$ cat src/rtl/mips_ctrl_pkg.sv
// mips_ctrl_pkg: shared state/class types, MIPS opcode fields and byte-lane helper
package mips_ctrl_pkg;
    typedef enum logic [2:0] {S_FETCH = 3'd0, S_EXEC1 = 3'd1, S_EXEC2 = 3'd2, S_MDWAIT = 3'd3, S_HALT = 3'd4} state_t;
    typedef enum logic [2:0] {C_ALU, C_LOAD, C_STORE, C_MULDIV, C_MTHILO, C_LINK, C_NOP} iclass_t;
    typedef enum logic [1:0] {SZ_BYTE, SZ_HALF, SZ_WORD} size_t;
    localparam logic [5:0] OP_SPECIAL = 6'h00, OP_REGIMM = 6'h01, OP_JAL = 6'h03;
    localparam logic [5:0] OP_ADDI = 6'h08, OP_ADDIU = 6'h09, OP_SLTI = 6'h0A, OP_SLTIU = 6'h0B;
    localparam logic [5:0] OP_ANDI = 6'h0C, OP_ORI = 6'h0D, OP_XORI = 6'h0E, OP_LUI = 6'h0F;
    localparam logic [5:0] OP_LB = 6'h20, OP_LH = 6'h21, OP_LWL = 6'h22, OP_LW = 6'h23;
    localparam logic [5:0] OP_LBU = 6'h24, OP_LHU = 6'h25, OP_LWR = 6'h26;
    localparam logic [5:0] OP_SB = 6'h28, OP_SH = 6'h29, OP_SW = 6'h2B;
    localparam logic [5:0] FN_SLL = 6'h00, FN_SRL = 6'h02, FN_SRA = 6'h03, FN_SLLV = 6'h04;
    localparam logic [5:0] FN_SRLV = 6'h06, FN_SRAV = 6'h07, FN_JALR = 6'h09;
    localparam logic [5:0] FN_MFHI = 6'h10, FN_MTHI = 6'h11, FN_MFLO = 6'h12, FN_MTLO = 6'h13;
    localparam logic [5:0] FN_MULT = 6'h18, FN_MULTU = 6'h19, FN_DIV = 6'h1A, FN_DIVU = 6'h1B;
    localparam logic [5:0] FN_ADD = 6'h20, FN_ADDU = 6'h21, FN_SUB = 6'h22, FN_SUBU = 6'h23;
    localparam logic [5:0] FN_AND = 6'h24, FN_OR = 6'h25, FN_XOR = 6'h26, FN_NOR = 6'h27;
    localparam logic [5:0] FN_SLT = 6'h2A, FN_SLTU = 6'h2B;
    localparam logic [4:0] RT_BLTZAL = 5'h10, RT_BGEZAL = 5'h11;

    function automatic logic [3:0] lane_mask(input size_t sz, input logic [1:0] lsb);
        return sz == SZ_BYTE ? 4'b0001 << lsb : sz == SZ_HALF ? (lsb[1] ? 4'b1100 : 4'b0011) : 4'b1111;
    endfunction
endpackage

$ cat src/rtl/mips_instr_class.sv
// mips_instr_class: combinational decode of an instruction into class, access size and link flag
module mips_instr_class
    import mips_ctrl_pkg::*;
(
    input  logic [31:0] i_instr,
    output iclass_t     o_class,
    output size_t       o_size,
    output logic        o_link
);
    logic [5:0] w_op, w_fn;
    logic [4:0] w_rt;
    logic       w_unused;

    assign w_op = i_instr[31:26];
    assign w_fn = i_instr[5:0];
    assign w_rt = i_instr[20:16];
    assign w_unused = ^{i_instr[25:21], i_instr[15:6]};
    assign o_link = o_class == C_LINK;

    always_comb begin
        o_class = C_NOP;
        o_size = SZ_WORD;
        case (w_op)
            OP_SPECIAL: begin
                case (w_fn)
                    FN_MULT, FN_MULTU, FN_DIV, FN_DIVU: o_class = C_MULDIV;
                    FN_MTHI, FN_MTLO: o_class = C_MTHILO;
                    FN_JALR: o_class = C_LINK;
                    FN_SLL, FN_SRL, FN_SRA, FN_SLLV, FN_SRLV, FN_SRAV, FN_MFHI, FN_MFLO,
                    FN_ADD, FN_ADDU, FN_SUB, FN_SUBU, FN_AND, FN_OR, FN_XOR, FN_NOR,
                    FN_SLT, FN_SLTU: o_class = C_ALU;
                    default: o_class = C_NOP;
                endcase
            end
            OP_REGIMM: o_class = (w_rt == RT_BLTZAL || w_rt == RT_BGEZAL) ? C_LINK : C_NOP;
            OP_JAL: o_class = C_LINK;
            OP_ADDI, OP_ADDIU, OP_SLTI, OP_SLTIU, OP_ANDI, OP_ORI, OP_XORI, OP_LUI: o_class = C_ALU;
            OP_LB, OP_LBU: begin
                o_class = C_LOAD;
                o_size = SZ_BYTE;
            end
            OP_LH, OP_LHU: begin
                o_class = C_LOAD;
                o_size = SZ_HALF;
            end
            OP_LW, OP_LWL, OP_LWR: o_class = C_LOAD;
            OP_SB: begin
                o_class = C_STORE;
                o_size = SZ_BYTE;
            end
            OP_SH: begin
                o_class = C_STORE;
                o_size = SZ_HALF;
            end
            OP_SW: o_class = C_STORE;
            default: o_class = C_NOP;
        endcase
    end
endmodule

$ cat src/rtl/mips_ctrl_fsm.sv
// mips_ctrl_fsm: multicycle FETCH/EXEC sequencer with memory stalls, mul/div wait, HALT and stall counter
module mips_ctrl_fsm
    import mips_ctrl_pkg::*;
#(
    parameter int          MULDIV_CYCLES = 32,
    parameter int          CNT_W         = 16,
    parameter logic [31:0] HALT_ADDR     = 32'h0
) (
    input  logic             clk,
    input  logic             reset,
    input  logic [31:0]      instruction,
    input  logic [31:0]      pc,
    input  logic             waitrequest,
    input  logic [1:0]       addr_lsb,
    output logic [2:0]       state,
    output logic             active,
    output logic             mem_read,
    output logic             mem_write,
    output logic [3:0]       byte_en,
    output logic             ir_load,
    output logic             pc_en,
    output logic             reg_write,
    output logic             hilo_write,
    output logic             muldiv_start,
    output logic [CNT_W-1:0] stall_count
);
    localparam int MD_W = (MULDIV_CYCLES > 1) ? $clog2(MULDIV_CYCLES) : 1;

    state_t          r_state, w_next;
    logic [MD_W-1:0] r_md_cnt;
    logic [CNT_W-1:0] r_stall;
    iclass_t         w_class;
    size_t           w_size;
    logic            w_link, w_halt_pc, w_mem, w_md_done, w_stall;
    logic            w_f, w_e1, w_e2, w_mdl;

    mips_instr_class u_class (
        .i_instr(instruction),
        .o_class(w_class),
        .o_size (w_size),
        .o_link (w_link)
    );

    assign w_halt_pc = pc == HALT_ADDR;
    assign w_mem = w_class == C_LOAD || w_class == C_STORE;
    assign w_md_done = r_md_cnt == '0;
    assign w_stall = waitrequest && ((r_state == S_FETCH && !w_halt_pc) || (r_state == S_EXEC1 && w_mem));
    assign state = r_state;
    assign stall_count = r_stall;

    always_ff @(posedge clk) begin
        if (reset) begin
            r_state <= S_FETCH;
            r_md_cnt <= '0;
            r_stall <= '0;
        end else begin
            r_state <= w_next;
            if (r_state == S_EXEC1 && w_class == C_MULDIV)
                r_md_cnt <= MD_W'(MULDIV_CYCLES - 1);
            else if (r_state == S_MDWAIT && !w_md_done)
                r_md_cnt <= r_md_cnt - 1'b1;
            if (w_stall && !(&r_stall))
                r_stall <= r_stall + 1'b1;
        end
    end

    always_comb begin
        w_next = r_state;
        case (r_state)
            S_FETCH:  w_next = w_halt_pc ? S_HALT : waitrequest ? S_FETCH : S_EXEC1;
            S_EXEC1:  w_next = w_class == C_MULDIV ? S_MDWAIT : !w_mem ? S_FETCH :
                               waitrequest ? S_EXEC1 : w_class == C_LOAD ? S_EXEC2 : S_FETCH;
            S_EXEC2:  w_next = S_FETCH;
            S_MDWAIT: w_next = w_md_done ? S_FETCH : S_MDWAIT;
            S_HALT:   w_next = S_HALT;
            default:  w_next = S_FETCH;
        endcase
    end

    // Reset gates every strobe so an abandoned access never reaches memory.
    always_comb begin
        w_f = !reset && r_state == S_FETCH && !w_halt_pc;
        w_e1 = !reset && r_state == S_EXEC1;
        w_e2 = !reset && r_state == S_EXEC2;
        w_mdl = !reset && r_state == S_MDWAIT && w_md_done;
        mem_read = w_f || (w_e1 && w_class == C_LOAD);
        mem_write = w_e1 && w_class == C_STORE;
        ir_load = w_f && !waitrequest;
        muldiv_start = w_e1 && w_class == C_MULDIV;
        hilo_write = (w_e1 && w_class == C_MTHILO) || w_mdl;
        reg_write = (w_e1 && (w_class == C_ALU || w_link)) || w_e2;
        pc_en = (w_e1 && !w_mem && w_class != C_MULDIV) || (mem_write && !waitrequest) || w_e2 || w_mdl;
        byte_en = reset ? 4'b0000 : (r_state == S_EXEC1 && w_mem) ? lane_mask(w_size, addr_lsb) : 4'b1111;
        active = reset || r_state != S_HALT;
    end
endmodule
$ cat config.mk
export PLATFORM = sky130hd
export DESIGN_NAME = mips_ctrl_fsm
export DESIGN_NICKNAME = d
export VERILOG_FILES = /design/src/rtl/mips_ctrl_pkg.sv /design/src/rtl/mips_instr_class.sv /design/src/rtl/mips_ctrl_fsm.sv
export SDC_FILE = /design/constraint.sdc
export NUM_CORES = 1
export LEC_CHECK = 0
export BUFFER_PORTS_ARGS = -buffer_cell sky130_fd_sc_hd__buf_2
export CORE_MARGIN = 3
export CORE_UTILIZATION = 44
export DETAILED_ROUTE_END_ITERATION = 7
export PLACE_DENSITY = 0.84
export SYNTH_ARGS = -nofsm -noshare
export SYNTH_HDL_FRONTEND = slang
export SYNTH_SLANG_ARGS = --single-unit
$ cat constraint.sdc
create_clock -name clk -period 3.1 [get_ports clk]
set_input_delay 0.465 -clock clk [delete_from_list [all_inputs] [get_ports clk]]
set_output_delay 0.465 -clock clk [all_outputs]
set_load 0.01 [all_outputs]
==> results of run 1 <==
## final timing paths
| check | cells past startpoint | end | slack (ns) |
|---|---|---|---|
| max | 7 | pc_en | 0.34 |
| max reg2reg | 7 | stall_count[13] | 0.81 |
| min | 2 | r_md_cnt[4] | 0.49 |
| min reg2reg | 2 | r_md_cnt[4] | 0.49 |
## layer usage
metal	routed length [µm]	vias to the layer above	global-route usage, %
met5	0	-	0
met4	69	0	6.70
met3	277	7	2.96
met2	2220	50	34.8
met1	2050	916	24.3
li1	-	1001	-
## stage by stage
stage,setup slack (ns),hold WS [ns],cells
floorplan,0.497,0.460,224
global placement,0.396,0.479,350
detailed placement,0.352,0.488,350
CTS,0.344,0.498,354
global route,0.216,0.528,354
finish,0.340,0.495,354
## worst max-delay path, cell delays in order
cell and delay, ns:
sky130_fd_sc_hd__buf_2 0.13, sky130_fd_sc_hd__or4_1 0.57, sky130_fd_sc_hd__or3_1 0.37, sky130_fd_sc_hd__o211ai_1 0.29
sky130_fd_sc_hd__nor4b_1 0.12, sky130_fd_sc_hd__nand4bb_1 0.19, sky130_fd_sc_hd__buf_2 0.15
## state kept, by name (all words and copies together) (netlist names)
name and flops:
stall_count 16, state 3, r_md_cnt 5
## area by class of cell
cell class	instances	area (µm²)
fillers	344	1300
multi-input cells	185	1150
flip-flops and latches	24	480
repair buffers	87	445
well taps	46	57.6
clock buffers	4	55.1
inverters	8	30.0
## kinds of logic after synthesis
logic type	after synthesis
buf+inv	15
mux	4
simple gates	111
xor+xnor	5
compound gates	63
fa+ha+maj	2
flops	24
## power breakdown
group / switching, mW / internal, mW
clock network: 0.0995 / 0.114
logic: 0.0678 / 0.0620
registers: 0.00590 / 0.312
total: 0.173 / 0.488
## layout by cell type (no fill, tap or decap), types with 3 or more instances in the layout
cell type,netlist,routed
sky130_fd_sc_hd__and3_1,3,3
sky130_fd_sc_hd__a21o_1,3,3
sky130_fd_sc_hd__or4_1,3,3
sky130_fd_sc_hd__nor3_1,8,8
sky130_fd_sc_hd__nand3_1,8,8
sky130_fd_sc_hd__xnor2_1,3,3
sky130_fd_sc_hd__mux2_2,3,3
sky130_fd_sc_hd__nor4b_1,3,3
sky130_fd_sc_hd__nor2_1,16,16
sky130_fd_sc_hd__clkbuf_8,0,4
sky130_fd_sc_hd__nand2_1,20,20
sky130_fd_sc_hd__o31ai_1,3,3
sky130_fd_sc_hd__nand2b_1,12,12
sky130_fd_sc_hd__or3_1,9,9
sky130_fd_sc_hd__nor4_1,9,9
sky130_fd_sc_hd__inv_1,7,7
sky130_fd_sc_hd__dfxtp_1,24,24
sky130_fd_sc_hd__a21oi_1,18,18
sky130_fd_sc_hd__o21ai_0,17,17
sky130_fd_sc_hd__nor2b_1,8,8
sky130_fd_sc_hd__buf_4,0,4
sky130_fd_sc_hd__buf_2,0,83
==> impl_metrics.csv, run 1 <==
group,metric,value,unit
clock_tree,cts_repair_resize_count,0,
synth,synth_xor_xnor_area_share,2.58,%
synth,cell_area_after_synthesis,0.00170,mm²
synth,postSynthNetCount,295,
clock_tree,cts.sinks,24,
finish,syn_to_final_growth,30.9,%
place,port_buffers,83,
timing,setup-violations-final,0,
floorplanning,placeableCoreArea,0.00352,mm²
setup_path,timing.critical_path.from_type,"primary input",
drt,wl_final,4620,µm
synth,synth.largest_area_cell,"sky130_fd_sc_hd__dfxtp_1",
worst_hold_path,worstHoldStart,"r_md_cnt[4]",
synth,syn_inst,224,
clock_tree,maximum_buffer_depth_of_the_clock_tree,2,
drt,detailedRoute.firstIterationViolations,81,
synth,synth.most_common_cell,"sky130_fd_sc_hd__dfxtp_1",
clock_tree,tritoncts.num_buffers,3,
timing,maxSlewViolCount,0,
clock_tree,post-cts-setup-buffer-count,0,
setup_path,launch_point_of_the_critical_path,"instruction[28]",
synth,synth_fa_ha_area_share,1.48,%
worst_hold_path,hold_path.class,"flop to flop",
floorplanning,starting_utilization_of_the_core_area,48.2,%
finish,final_core_util,63.0,%
grt,via_count_of_the_first_global_routing_pass,1632,
drt,post-route-drc-count,0,
clock_tree,postCtsHoldBufs,0,
timing,rsz0062_at_grt,"false",
setup_path,r2r-start,"stall_count[0]",
clock_tree,tritoncts,"built",
timing,clock_skew,0.00554,ns
floorplanning,die_height,68.1,µm
timing,timing.final.hold_violations,0,
pwr,p_total,661,µW
clock_tree,htree_num_levels,1,
synth,synth.yosys.warnings,0,
setup_path,worst_ep_required_time,2.63,ns
pwr,leakage,0.968,nW
drt,vias,1974,
finish,count_of_inserted_antenna_diode_cells,0,
synth,yosys.cell_types.count,52,
place,place_congestion,0.847,
grt,grt.overflow.total,0,
floorplanning,overall_die_width,68.1,µm
grt,grt_max_degree,33,
clock_tree,cts.reportedPaths.clkPinSlew,0.08,ns
synth,syn_area_per_cell,7.57,µm²
setup_path,worstPathMaxFanout,6,
drt,avgRoutedWirePerCell,13.1,µm
grt,grt_pass1_wl,7100,µm
synth,synth.top_cells.by_count,"sky130_fd_sc_hd__dfxtp_1, sky130_fd_sc_hd__nand2_1, sky130_fd_sc_hd__a21oi_1",
drt,detailedRoute.firstPassIterationCount,4,
timing,final.period_utilization,89.0,%
synth,synth_ff_type,"sky130_fd_sc_hd__dfxtp_1",
setup_path,crit_type,"primary input to primary output",
floorplanning,num_io_pins,100,
setup_path,critPathCaptureType,"primary output",
timing,timing.slew.headroom,65.0,%
synth,number_of_flops_mapped_to_enable_cells_by_yosys,0,
drt,final_antenna_net_count,0,
finish,finalInstanceArea,0.00222,mm²
synth,ys_seq_elements,24,
pwr,power_density,298,mW/mm²
timing,clock.fmax,0.362,GHz
grt,grt_antenna_before_repair,0,
clock_tree,worst_skew_pair.late_latency,0.27,ns
setup_path,arrival,2.29,ns
place,place_hpwl,3620,µm
drt,vias_per_cell,5.58,
synth,synth_top_family_by_area,"simple AND/OR/NAND/NOR gates",
synth,synth_top_area_share,28.3,%
synth,synth_simple_gate_area_share,36.4,%
clock_tree,cts_root_buf,"sky130_fd_sc_hd__clkbuf_8",
synth,async_reset_ff_share,0,%
timing,setup-tns-final,0,ns
pwr,peak_ir_drop_on_the_vdd_network,0.172,mV
synth,ys_seq_area_share,28.3,%
synth,synth.area.mux_share,2.58,%
timing,timing_worst_slew_pin_value,0.519,ns
job,timing.max_cap.violations,0,
floorplanning,num_rows,21,
synth,synth.top_cells.by_area,"sky130_fd_sc_hd__dfxtp_1, sky130_fd_sc_hd__a21oi_1, sky130_fd_sc_hd__o21ai_0",
status,run_status,"finished clean",
floorplanning,die-area,0.00463,mm²
place,detailed_place.area,0.00216,mm²
synth,synth-compound-area-share,24.9,%
finish,num-nets-final,380,
grt,total_routing_usage_reported_by_global_routing,19.7,%
timing,period_minus_slack,2.76,ns
finish,drive_above_1_share,33.1,%
No activity file was read; power rests on OpenSTA's default activity.
==> run 2: changes to the inputs <==
RECOVER_POWER = 100   (was default)
==> run 2 against run 1 <==
  * Core utilization shrank 1.8 points
  * Clock power barely moved
  * Via count grew 0.20%
  * Sequential power about the same
  * First-iteration DRC count did not move
  * Routed wire length up 0.17%
  * Critical path type unchanged
  * Critical endpoint is now byte_en[2]
  * Largest cell class unchanged
  * Largest power group unchanged
==> impl_metrics.csv, run 2 (synthesized netlist as in run 1, its figures left out) <==
group,metric,value,unit
setup_path,timing.critical_path.from_type,"primary input",
timing,timing.slew.headroom,13.0,%
pwr,power_density,303,mW/mm²
finish,syn_to_final_growth,27.2,%
setup_path,arrival,2.32,ns
clock_tree,tritoncts.num_buffers,3,
setup_path,slowest_stage,"sky130_fd_sc_hd__a2111o_1",
pwr,peak_ir_drop_on_the_vdd_network,0.173,mV
clock_tree,cts.sinks,24,
timing,final.period_utilization,89.9,%
floorplanning,die_height,68.1,µm
timing,setup-tns-final,0,ns
clock_tree,cts_root_buf,"sky130_fd_sc_hd__clkbuf_8",
drt,detailedRoute.firstPassIterationCount,4,
clock_tree,cts.reportedPaths.clkPinSlew,0.08,ns
floorplanning,overall_die_width,68.1,µm
job,timing.max_cap.violations,0,
timing,timing_worst_slew_pin_value,1.31,ns
timing,clock.fmax,0.359,GHz
grt,grt_max_degree,33,
finish,finalNonFillerCells,354,
floorplanning,num_rows,21,
timing,clock_skew,0.00399,ns
drt,wl_final,4630,µm
worst_hold_path,hold_path.class,"flop to flop",
timing,finalWorstSetupSlack,0.312,ns
timing,setup-violations-final,0,
setup_path,worst_path_largest_cell_delay,0.38,ns
place,dp_worst_setup_slack,0.352,ns
clock_tree,post-cts-setup-buffer-count,0,
clock_tree,htree_num_levels,1,
floorplanning,die-area,0.00463,mm²
finish,layout.cells.most_common,"sky130_fd_sc_hd__buf_2",
finish,filler_cell_count,371,
clock_tree,worst_skew_pair.late_latency,0.27,ns
floorplanning,num_io_pins,100,
setup_path,worstPathMaxFanout,5,
drt,final_antenna_net_count,0,
finish,flip_flop_count_of_the_largest_register_after_layout,16,
place,port_buffers,83,
setup_path,cpLargestDelayFamily,"compound AO/OA/AOI/OAI gates",
setup_path,worst_ep_required_time,2.63,ns
floorplanning,starting_utilization_of_the_core_area,48.2,%
place,placed_cells_incl_taps,350,
setup_path,critical_path.n_buffers_inverters,3,
grt,grt_antenna_before_repair,0,
drt,post-route-drc-count,0,
timing,rsz0062_at_grt,"false",
drt,vias_per_cell,5.59,
clock_tree,cts_repair_resize_count,0,
clock_tree,maximum_buffer_depth_of_the_clock_tree,2,
grt,total_routing_usage_reported_by_global_routing,19.7,%
finish,drive_above_1_share,21.1,%
timing,maxSlewViolCount,0,
drt,vias,1978,
timing,period_minus_slack,2.79,ns
floorplanning,placeableCoreArea,0.00352,mm²
setup_path,crit_type,"primary input to primary output",
status,run_status,"finished clean",
place,place_hpwl,3620,µm
pwr,p_total,654,µW
setup_path,critical_path.cell_chain,"buf_2, or2b_1, a2111o_1, a21oi_1, nand2_1, a2111oi_0, clkbuf_1, a21oi_1, clkbuf_1",
grt,grt_pass1_wl,7100,µm
pwr,leakage,0.829,nW
drt,avgRoutedWirePerCell,13.1,µm
setup_path,critPathCaptureType,"primary output",
timing,timing.final.hold_violations,0,
finish,count_of_inserted_antenna_diode_cells,0,
clock_tree,postCtsHoldBufs,0,
place,place_congestion,0.847,
grt,grt.overflow.total,0,
grt,via_count_of_the_first_global_routing_pass,1632,
finish,layout_common_cells,"sky130_fd_sc_hd__buf_2, sky130_fd_sc_hd__clkbuf_1, sky130_fd_sc_hd__dfxtp_1",
finish,num-nets-final,380,
drt,detailedRoute.firstIterationViolations,81,
clock_tree,tritoncts,"built",
==> run 2: stage by stage <==
step / utilization (%) / area, µm² / hold WS, ns
final: 61.3 / 2160 / 0.493
after global routing: 61.3 / 2160 / 0.528
after CTS: 63.0 / 2220 / 0.498
after detailed placement: 61.5 / 2160 / 0.488
after global placement: 61.5 / 2160 / 0.479
after floorplan: - / 1700 / 0.460
==> run 2: per-layer routing <==
| layer | up-vias | track usage [%] | part of all wire, % |
|---|---|---|---|
| met3 | 5 | 2.96 | 6.3 |
| li1 | 1000 | - | - |
| met2 | 57 | 34.8 | 48 |
| met4 | 0 | 6.70 | 1.3 |
| met5 | - | 0 | 0 |
| met1 | 916 | 24.3 | 45 |
==> run 2: layout make-up <==
cell class	instances	area, µm²	area share (%)
clock buffer	4	55.1	2.55
tap	46	57.6	2.67
inverter	8	30.0	1.39
multi-input combinational	185	1140	52.9
sequential	24	480	22.3
timing repair buffer	87	393	18.2
==> run 2: power breakdown <==
group	internal (mW)	leakage, nW	switching (mW)
Combinational	0.0568	0.607	0.0676
Clock	0.114	0.0288	0.0981
Sequential	0.312	0.194	0.00604
Total	0.482	0.829	0.172
==> run 2: worst paths after layout <==
check / startpoint / to / slack (ns) / depth (start not counted)
worst max-delay path: instruction[30] / byte_en[2] / 0.31 / 9
worst max register to register: stall_count[0] / stall_count[13] / 0.53 / 7
worst min register to register: r_md_cnt[4] / r_md_cnt[4] / 0.49 / 2
worst min-delay path: r_md_cnt[4] / r_md_cnt[4] / 0.49 / 2
==> run 2: worst register-to-register path, cell delays in order (launching register included) <==
cell and delay (ns):
sky130_fd_sc_hd__dfxtp_1 0.44, sky130_fd_sc_hd__ha_1 0.20, sky130_fd_sc_hd__nand3_1 0.11, sky130_fd_sc_hd__or2_0 0.41, sky130_fd_sc_hd__or3_1 0.44, sky130_fd_sc_hd__a21bo_1 0.48, sky130_fd_sc_hd__nor3_1 0.11, sky130_fd_sc_hd__mux2_2 0.28
